`config.mk`:
```
export PLATFORM = sky130hd
export DESIGN_NAME = regarray_fifo
export DESIGN_NICKNAME = d
export VERILOG_FILES = /design/src/rtl/regarray_pkg.sv /design/src/rtl/regarray_ptr.sv /design/src/rtl/regarray_fifo.sv
export SDC_FILE = /design/constraint.sdc
export NUM_CORES = 1
export LEC_CHECK = 0
export CAP_MARGIN = 0
export CORE_AREA = 5 5 71 73
export CTS_CLUSTER_SIZE = 24
export DETAILED_ROUTE_END_ITERATION = 16
export DIE_AREA = 0 0 76 78
export GPL_TIMING_DRIVEN = 0
export PLACE_DENSITY = 0.72
export SLEW_MARGIN = 20
export SYNTH_ARGS = -nofsm -noshare
export SYNTH_HDL_FRONTEND = slang
export SYNTH_HIERARCHICAL = 1
export SYNTH_SLANG_ARGS = --single-unit
```
`constraint.sdc`:
```
create_clock -name clk -period 2.4 [get_ports clk]
set_input_delay 0.72 -clock clk [delete_from_list [all_inputs] [get_ports clk]]
set_output_delay 0.72 -clock clk [all_outputs]
set_load 0.1 [all_outputs]
```
`src/rtl/regarray_pkg.sv`:
```
// Shared sizing helpers and default-configuration types for the register-array FIFO.
package regarray_pkg;

  localparam int DEFAULT_WIDTH = 4;
  localparam int DEFAULT_DEPTH = 8;

  function automatic int ptr_width(input int depth);
    return $clog2(depth);
  endfunction

  // One extra bit so that a full FIFO (count == DEPTH) is representable.
  function automatic int cnt_width(input int depth);
    return $clog2(depth) + 1;
  endfunction

  localparam int PTR_W = ptr_width(DEFAULT_DEPTH);
  localparam int CNT_W = cnt_width(DEFAULT_DEPTH);

  typedef logic [PTR_W-1:0] ptr_t;
  typedef logic [CNT_W-1:0] cnt_t;

endpackage

```
`src/rtl/regarray_ptr.sv`:
```
// Wrapping FIFO pointer: synchronous reset/clear to zero, increments modulo 2**PTR_W.
module regarray_ptr #(
  parameter int PTR_W = 3
) (
  input  logic             clk,
  input  logic             reset,
  input  logic             clear,
  input  logic             inc_i,
  output logic [PTR_W-1:0] ptr_o
);

  logic [PTR_W-1:0] ptr_q;
  logic [PTR_W-1:0] ptr_d;

  always_comb begin
    ptr_d = ptr_q;
    if (clear) begin
      ptr_d = '0;
    end else if (inc_i) begin
      ptr_d = ptr_q + PTR_W'(1);
    end
  end

  always_ff @(posedge clk) begin
    if (reset) begin
      ptr_q <= '0;
    end else begin
      ptr_q <= ptr_d;
    end
  end

  assign ptr_o = ptr_q;

endmodule

```
`src/rtl/regarray_fifo.sv`:
```
// First-word-fall-through FIFO on a flip-flop register array with explicit occupancy count.
// Optional head-relative peek port enabled by defining REGARRAY_FIFO_PEEK_EN.
module regarray_fifo
  import regarray_pkg::*;
#(
  parameter  int WIDTH   = DEFAULT_WIDTH,
  parameter  int DEPTH   = DEFAULT_DEPTH,
  localparam int ADDR_W  = ptr_width(DEPTH),
  localparam int COUNT_W = cnt_width(DEPTH)
) (
  input  logic               clk,
  input  logic               reset,
  input  logic               clear,
  input  logic               in_valid,
  output logic               in_ready,
  input  logic [WIDTH-1:0]   in_data,
  output logic               out_valid,
  input  logic               out_ready,
  output logic [WIDTH-1:0]   out_data,
  output logic [COUNT_W-1:0] count
`ifdef REGARRAY_FIFO_PEEK_EN
  ,
  input  logic [ADDR_W-1:0]  peek_addr,
  output logic [WIDTH-1:0]   peek_data,
  output logic               peek_valid
`endif
);

  logic [WIDTH-1:0]   mem_q [DEPTH];
  logic [COUNT_W-1:0] count_q;
  logic [COUNT_W-1:0] count_d;
  logic [ADDR_W-1:0]  wr_ptr;
  logic [ADDR_W-1:0]  rd_ptr;
  logic               push;
  logic               pop;

  assign in_ready  = (count_q != COUNT_W'(DEPTH));
  assign out_valid = (count_q != '0);
  assign push      = in_valid & in_ready;
  assign pop       = out_valid & out_ready;
  assign count     = count_q;
  assign out_data  = mem_q[rd_ptr];

  regarray_ptr #(.PTR_W(ADDR_W)) u_wr_ptr (
    .clk   (clk),
    .reset (reset),
    .clear (clear),
    .inc_i (push),
    .ptr_o (wr_ptr)
  );

  regarray_ptr #(.PTR_W(ADDR_W)) u_rd_ptr (
    .clk   (clk),
    .reset (reset),
    .clear (clear),
    .inc_i (pop),
    .ptr_o (rd_ptr)
  );

  always_comb begin
    count_d = count_q;
    if (clear) begin
      count_d = '0;
    end else if (push && !pop) begin
      count_d = count_q + COUNT_W'(1);
    end else if (pop && !push) begin
      count_d = count_q - COUNT_W'(1);
    end
  end

  always_ff @(posedge clk) begin
    if (reset) begin
      count_q <= '0;
    end else begin
      count_q <= count_d;
    end
  end

  // Clear flushes pointers only; stored words survive, so a push in that cycle is dropped.
  always_ff @(posedge clk) begin
    if (reset) begin
      for (int i = 0; i < DEPTH; i++) begin
        mem_q[i] <= '0;
      end
    end else if (push && !clear) begin
      mem_q[wr_ptr] <= in_data;
    end
  end

`ifdef REGARRAY_FIFO_PEEK_EN
  logic [ADDR_W-1:0] peek_ptr;

  assign peek_ptr   = rd_ptr + peek_addr;
  assign peek_data  = mem_q[peek_ptr];
  assign peek_valid = ({1'b0, peek_addr} < count_q);
`endif

endmodule

```
== Word level (Yosys, flattened, before mapping) ==
Memories as Yosys holds them, arrays and structs flattened. A register that Yosys moved wholly into a read port is not among the register bits.
Cells that the tools add are included.

* Register bits: 10
* Bits in writable memories: 32
* Input bits: 9
* Output and inout port bits: 10
* Memories kept: 1

* $add $sub $neg: 4
* Equality and inequality tests: 1
* Muxes and demuxes: 12
* Bitwise operators: 2
* Reductions and logical operators: 10

{| class="wikitable"
|+ Memories
! name !! depth !! width !! rd ports !! clocked after Yosys merged registers in !! write ports !! line !! text
|-
| mem_q || 8 || 4 || 1 || 1 || 8 || regarray_fifo.sv:29 || <nowiki>logic [WIDTH-1:0] mem_q [DEPTH];</nowiki>
|}

{| class="wikitable"
|+ Operators by type and width
! kind !! number
|-
| 4-bit 2-to-1 mux || 3
|-
| 3-bit 2-to-1 mux || 3
|-
| 3-bit by 1-bit adder with 3-bit output (second input constant) || 2
|-
| 1-bit 2-to-1 mux || 6
|-
| 4-bit by 1-bit adder with 4-bit output (second input constant) || 1
|-
| 4-bit inequality test (second input constant) || 1
|-
| 4-bit nonzero test || 1
|-
| 4-bit OR reduction || 1
|-
| 4-bit by 1-bit subtractor with 4-bit output (second input constant) || 1
|-
| 1-bit logical AND || 3
|-
| 1-bit zero test || 3
|-
| 1-bit AND || 2
|-
| 2-bit nonzero test || 1
|-
| 2-bit OR reduction || 1
|}

== Longest topological paths before layout ==
Gate-level depths: netlist (run 1).

* Depth in word-level cells: 8
* Gate-level depth with buffers: 9
* Depth with buffers taken out: 9

== Modules after synthesis ==
The synthesis (run 1) kept the hierarchy.

{| class="wikitable"
|+ Modules (own cells, without submodules)
! module !! instances !! cells an instance !! area an instance (sq um) !! seq. area each (sq um)
|-
| regarray_fifo || 1 || 141 || 1838.0 || 1041.0
|-
| regarray_ptr || 2 || 12 || 127.6 || 60.1
|}

== Least setup slack after synthesis (run 1) ==
No wires, ideal clock.

* Path type: reg2reg
* From: register count_q[0] (netlist: count[0])
* To: register count_q[3] (netlist: count[3])
* Library setup time: 0.059 ns
* Arrival time: 3.460 ns
* Required time: 2.341 ns
* Slack: -1.119 ns
* Cell stages (with the launch flop): 10
* Path buffers: 0
* Clock period less this slack: 3.519 ns
* Cell sequence: dfxtp_1 > or4_2 > nand2_1 > ha_1 > inv_1 > ha_1 > nand3_1 > a211o_1 > a2111oi_0 > a31o_2

* Cells in the longest elaborated chain, start to end: 5
* Elaborated cells on any way between the ends: 13
* Classes of those cells: add/sub (2); eq/ne (1); mux (2); bitwise (2); reduce/logical (6)

{| class="wikitable"
|+ RTL lines
! what !! line !! text
|-
| start: declaration || regarray_fifo.sv:30 || <nowiki>logic [COUNT_W-1:0] count_q;</nowiki>
|-
| start signal: assignment || regarray_fifo.sv:75 || <nowiki>count_q <= count_d;</nowiki>
|-
| 4-bit nonzero test (*) || regarray_fifo.sv:38 || <nowiki>assign out_valid = (count_q != '0);</nowiki>
|-
| net out_valid || regarray_fifo.sv:17 || <nowiki>output logic out_valid,</nowiki>
|-
| 1-bit AND (*) || regarray_fifo.sv:40 || <nowiki>assign pop = out_valid & out_ready;</nowiki>
|-
| 1-bit zero test || regarray_fifo.sv:64 || <nowiki>end else if (push && !pop) begin</nowiki>
|-
| 1-bit logical AND || regarray_fifo.sv:64 ||
|-
| 4-bit 2-to-1 mux / 2-bit nonzero test (equally long branches) || n/a ||
|}

The timed path passes the listed nets; every way through them passes the cells marked *. The select of a mux whose other input is x is not followed.
A chain may end at the register's enable or synchronous reset.

==> results of run 1 <==
==> through the flow <==
| stage | worst slack, ps | util [%] | instance area [um^2] | cells |
|---|---|---|---|---|
| after floorplan | -335.9 | - | 2150 | 165 |
| after global placement | -754.8 | 55.77 | 2395 | 235 |
| after detailed placement | -799.4 | 55.77 | 2395 | 235 |
| after CTS | -128.2 | 59.59 | 2559 | 247 |
| after global routing | -155.5 | 60.96 | 2618 | 249 |
| final | -100.9 | 60.96 | 2618 | 249 |
==> flip-flops by register name (all words and copies together) (netlist names) <==
name and cells:
mem_q 32, count 4, u_rd_ptr/ptr_o 3, u_wr_ptr/ptr_o 3
==> cells in the final DEF, fill, tap and decap left out, drive strengths merged, types with 2 or more instances in the layout <==
| cell | n |
|---|---|
| edfxtp | 32 |
| a21oi | 4 |
| nand3 | 4 |
| buf | 19 |
| nor2 | 39 |
| nor3 | 4 |
| dlygate4sd2 | 5 |
| inv | 2 |
| clkbuf | 8 |
| nor3b | 2 |
| or2 | 2 |
| nand2b | 12 |
| mux4 | 8 |
| dfxtp | 10 |
| xnor2 | 3 |
| clkinv | 2 |
| nand2 | 7 |
| a21bo | 2 |
| clkdlybuf4s50 | 7 |
| and3b | 2 |
| ha | 5 |
| nand3b | 2 |
| mux2 | 4 |
| mux2i | 3 |
==> cell type report <==
| cell class | instances | share of cell area, % |
|---|---|---|
| multi-input combinational | 112 | 37.19 |
| tap | 52 | 2.486 |
| clock buffer | 6 | 2.772 |
| clock inverter | 2 | 0.3346 |
| sequential | 42 | 45.08 |
| inverter | 2 | 0.3824 |
| timing repair buffer | 24 | 9.512 |
| buffer | 9 | 2.247 |
==> power breakdown <==
| part | switching (uW) | internal (uW) | total [uW] |
|---|---|---|---|
| combinational | 396 | 228 | 624 |
| clock | 235 | 200 | 435 |
| sequential | 30.0 | 820 | 850 |
| total | 660 | 1250 | 1910 |
==> routing by layer <==
metal,vias to the layer above,track usage (%)
met3,5,3.472
met4,0,4.804
met1,643,17.24
met5,-,0
met2,28,28.51
li1,653,-
==> worst max-delay path: stages (launching register included) <==
cell	delay, ps
dfxtp_4	360
buf_12	130
mux4_2	520
mux2_4	310
buf_12	170
==> cells by family (layout without fill, tap and decap cells) <==
| group | after synthesis | in the layout |
|---|---|---|
| mux | 15 | 15 |
| simple gates | 78 | 78 |
| fa+ha+maj | 6 | 6 |
| flops | 42 | 42 |
| buf+inv | 11 | 43 |
| xor+xnor | 4 | 4 |
| compound gates | 9 | 9 |
==> how the worst max path moves through the flow <==
stage	cells after the start	end	slack [ps]	start
after global routing	4	out_data[0]	-160	u_rd_ptr/ptr_o[0]
after global placement	4	out_data[0]	-750	u_rd_ptr/ptr_o[0]
after CTS	4	out_data[0]	-130	u_rd_ptr/ptr_o[0]
final	4	out_data[0]	-100	u_rd_ptr/ptr_o[0]
after detailed placement	4	out_data[0]	-800	u_rd_ptr/ptr_o[0]
after floorplan	9	count[3]	-340	count[3]
==> what timing repair did <==
item / CTS / global route
resized for setup: 61 / 7
hold buffers: 0 / 0
setup endpoints to repair: 11 / 5
pin swaps: 3 / 7
setup buffers: 4 / 2
gates cloned: 0 / 0
==> results.toml, run 1 <==
[run_status]
run_status = "complete, but fails checks"
violations = "setup timing"

[floorplan]
rows = 24
initial_utilization_pct = 48.75
die_height_um = 78
die_x_um = 76
fp.dieArea_um2 = 5928
ios = 19
core_area_um2 = 4294

[route]
routed_wl_mm = 4.370
drtPass1Iterations = 4
drt_iter0_drc = 89
post_drt_wl_per_cell_um = 17.55
met1_length_mm = 1.837
vias = 1329
dr_wl_met3_um = 133
vias_per_cell = 5.337
drcViolationCount = 0
ant_nets = 0
topRoutingLayerUsed = "met4"
wl_met2_mm = 2.349

[sta]
final_max_slew_viol_count = 0
clock-skew-final_ps = 5.749
setup_ws_ps = -100.9
timing.setup.tns_ps = -357.8
max_slew_margin_pct = 35.68
setup_viol = 5
fmaxAchievable_ghz = 0.3999
worstMarginPinSlew_ps = 968.6
hold_slack_ps = 558.8
grt_setup_unrepaired = "true"
min_period_ps = 2501
finalHoldViolations = 0
period_share_pct = 104.2

[finish]
regArea_um2 = 1180
area_delta_synth_final_pct = 25.04
multi_input_area_um2 = 973.4
fillers = 330
antenna_cells = 0
drive_gt1_share_pct = 32.49
final_net_count = 211

[synthesis]
synth_simple_gate_area_share_pct = 21.16
synth-edff-count = 32
syn_nets = 180
synth_ff_type = "edfxtp_1"
synthTopCellsByCount = "nor2_1, edfxtp_1, nand2b_1"
synth_top_family_by_area = "simple AND/OR/NAND/NOR gates"
synth_most_common_cell = "nor2_1"
seq_area_frac_synth_pct = 55.47
synth_area_leaders = "edfxtp_1, dfxtp_1, mux4_2"
ys.warnings.count = 6
netlist_area_um2 = 2093
postSynthAreaPerCell_um2 = 12.69
synth_cells = 165
synthAdderAreaFrac_pct = 3.945
ys_types = 38
synthArstFlopShare_pct = 0
synth_seq_cells = 42
synth.top_cell.area_share_pct = 45.91
synthXorXnorAreaFrac_pct = 1.674
yosys.area.top_type = "edfxtp_1"
synth-compound-area-share_pct = 3.168
muxShareOfSynthArea_pct = 12.19

[global_route]
antenna_found_initial = 0
gr-usage-all-layers_pct = 15.32
grt_pass1_wl_mm = 7.065
grt_start_max_net_pins = 13
overflow = 0
grt_pass1_vias = 1455

[setup_path]
r2r_slack_ps = -40
critPathMaxFanout = 8
crit_arrival_ps = 1780
worstSetupPathType = "register to output pin"
reg2reg_to = "count[3]"
required_ps = 1680
endpoint_kind = "output pin"
critical_path.reg2reg.startpoint = "count[1]"
worstRegToRegCells = 9
start_kind = "register"

[clocking]
clkLatencyLatePin_ps = 290
htreeDepth = 2
clk_path_buf_depth = 2
cts_buffers = 5
cts_root_buffer = "clkbuf_8"
cts_tree = "done"
clk_pin_slew_ps = 80
clock_sinks = 42

[placement]
port_buffers = 18
dp_hpwl_mm = 3.237
gp_congestion = 0.8276

[hold_path]
hold_end = "u_rd_ptr/ptr_o[1]"
hold_path_depth = 2
hp-class = "register to register"
min-delay-start = "u_rd_ptr/ptr_o[1]"

[power]
ir_drop_mv = 0.6695
powerDensity_nw_per_um2 = 729.0
p_total_uw = 1908
leakagePower_uw = 0.0009655

[run]
drv_cap = 0
Power figures use the tool's default switching activity.
==> inputs of run 2 (changes only) <==
- CORE_AREA: 5 5 71 73 -> 5 5 98 100
- CTS_BUF_LIST: default -> sky130_fd_sc_hd__clkbuf_4 sky130_fd_sc_hd__clkbuf_8
- DIE_AREA: 0 0 76 78 -> 0 0 103 105
- PLACE_DENSITY: 0.72 -> default
==> results.toml, run 2 (synthesized netlist as in run 1, its figures left out) <==
[run_status]
run_status = "complete, but fails checks"
violations = "setup timing"

[power]
leakagePower_uw = 0.001001
switchingPower_uw = 656.9
switching_share_pct = 32.17
comb_power_share_pct = 31.7
clockPowerShare_pct = 27.0
p_total_uw = 2042
powerDensity_nw_per_um2 = 744.3
internal-power_uw = 1385
seq_power_share_pct = 41.4
ir_drop_mv = 0.2374

[floorplan]
die_height_um = 105
die_x_um = 103
rows = 34
ios = 19
core_area_um2 = 8593
fp.dieArea_um2 = 10820
initial_utilization_pct = 24.36

[finish]
area_delta_synth_final_pct = 31.08
antenna_cells = 0
mostFrequentLayoutCells = "nor2_1, edfxtp_1, buf_4, nand2b_1, mux4_2"
final_net_count = 215
layout_commonest_cell = "nor2_1"
largest_register_ffs = 32
top_register = "mem_q"
fillers = 862
drive_gt1_share_pct = 34.83

[sta]
max_slew_margin_pct = 36.34
fmaxAchievable_ghz = 0.4030
timing.setup.tns_ps = -294.7
grt_setup_unrepaired = "true"
min_period_ps = 2481
setup_viol = 4
finalHoldViolations = 0
clock-skew-final_ps = 10.94
worstMarginPinSlew_ps = 958.7
period_share_pct = 103.4
final_max_slew_viol_count = 0
setup_ws_ps = -81.33

[global_route]
busiest_layer = "met2"
grt_pass1_vias = 1366
grt.met1_usage_pct = 11.21
grt_start_max_net_pins = 14
overflow = 0
grtUsageMet3_pct = 2.065
gr-usage-all-layers_pct = 8.410
grt.met2_usage_pct = 13.43
antenna_found_initial = 0
grt_pass1_wl_mm = 6.996

[setup_path]
worstSetupPathType = "register to output pin"
critPathTopFamily = "multiplexers"
critPathMaxFanout = 8
worstRegToRegCells = 9
cp.depth = 4
crit_top_cell = "buf_12"
path_buf_inv = 2
crit_slowest_cell = "mux4_2"
start_kind = "register"
critical_path.reg2reg.startpoint = "count[3]"
slowest_delay_ps = 510
crit_chain = "buf_12, mux4_2, mux2_4, buf_12"
endpoint_kind = "output pin"
startpoint = "u_rd_ptr/ptr_o[0]"
crit_arrival_ps = 1760
required_ps = 1680

[route]
routed_wl_mm = 4.184
vias_per_cell = 4.301
post_drt_wl_per_cell_um = 13.54
vias = 1329
ant_nets = 0
drt_iter0_drc = 69
drcViolationCount = 0
drtPass1Iterations = 4

[clocking]
clk_pin_slew_ps = 80
cts_tree = "done"
clock_sinks = 42
cts_buffers = 5
clk_path_buf_depth = 2
cts_root_buffer = "clkbuf_8"
htreeDepth = 2
clkLatencyLatePin_ps = 290

[placement]
port_buffers = 18
dp_hpwl_mm = 3.045
gp_congestion = 0.7655

[run]
drv_cap = 0

[hold_path]
hp-class = "register to register"
hold_path_depth = 2
min-delay-start = "u_rd_ptr/ptr_o[1]"
[run 2: path summary, 6_finish.rpt]
check / endpoint / slack (ps)
setup / recovery: out_data[1] / -80
hold reg to reg: u_rd_ptr/ptr_o[1] / 530
setup reg to reg: count[3] / 50
hold / removal: u_rd_ptr/ptr_o[1] / 530
[run 2: routing by layer]
layer	vias to the layer above	wire length, um	share of wire, %
met2	24	2074	50
li1	656	-	-
met4	0	39	0.93
met5	-	0	0
met1	644	1932	46
met3	5	138	3.3
[run 2: layout make-up]
| cell class | instances | area (um^2) | share of cell area [%] |
|---|---|---|---|
| tap | 108 | 135.1 | 4.925 |
| multi-input combinational | 112 | 973.4 | 35.48 |
| clock buffer | 6 | 76.32 | 2.782 |
| timing repair buffer | 28 | 279.0 | 10.17 |
| buffer | 9 | 58.81 | 2.143 |
| sequential | 42 | 1177 | 42.91 |
| inverter | 2 | 10.01 | 0.3648 |
| clock inverter | 2 | 33.78 | 1.231 |
[run 2: timing repair]
action / in CTS / in global routing
hold buffers: 0 / 0
setup buffers: 8 / 2
pin swaps: 9 / 8
endpoints found under the setup margin: 11 / 5
resized for setup: 63 / 4
[run 2: worst reg2reg max path, delay by kind of cell (launching register included)]
family,cells,cell delay [ps]
DFF,1,360
AOI/OAI and AO/OA,4,830
buffers and inverters,1,50
and+or+nand+nor,2,640
adders and majority gates,2,420
[run 2: power by group through the flow]
stage          clock network, uW  registers, uW  logic, uW
2_1_floorplan                  0            932        372
3_3_place_gp                   0            866        552
3_5_place_dp                   0            867        561
4_1_cts                      558            846        629
5_1_grt                      587            850        692
6_report                     551            845        646
[run 2: per-stage QoR]
| stage | cell area (um^2) | worst slack [ps] | utilization [%] | cells | hold slack [ps] |
|---|---|---|---|---|---|
| floorplan | 2150 | -335.9 | - | 165 | 485.1 |
| global placement | 2465 | -807.6 | 28.68 | 291 | 506.1 |
| detailed placement | 2465 | -818.2 | 28.68 | 291 | 511.7 |
| CTS | 2708 | -132.6 | 31.51 | 307 | 531.4 |
| global route | 2744 | -136.5 | 31.93 | 309 | 576.0 |
| finish | 2744 | -81.33 | 31.93 | 309 | 529.1 |
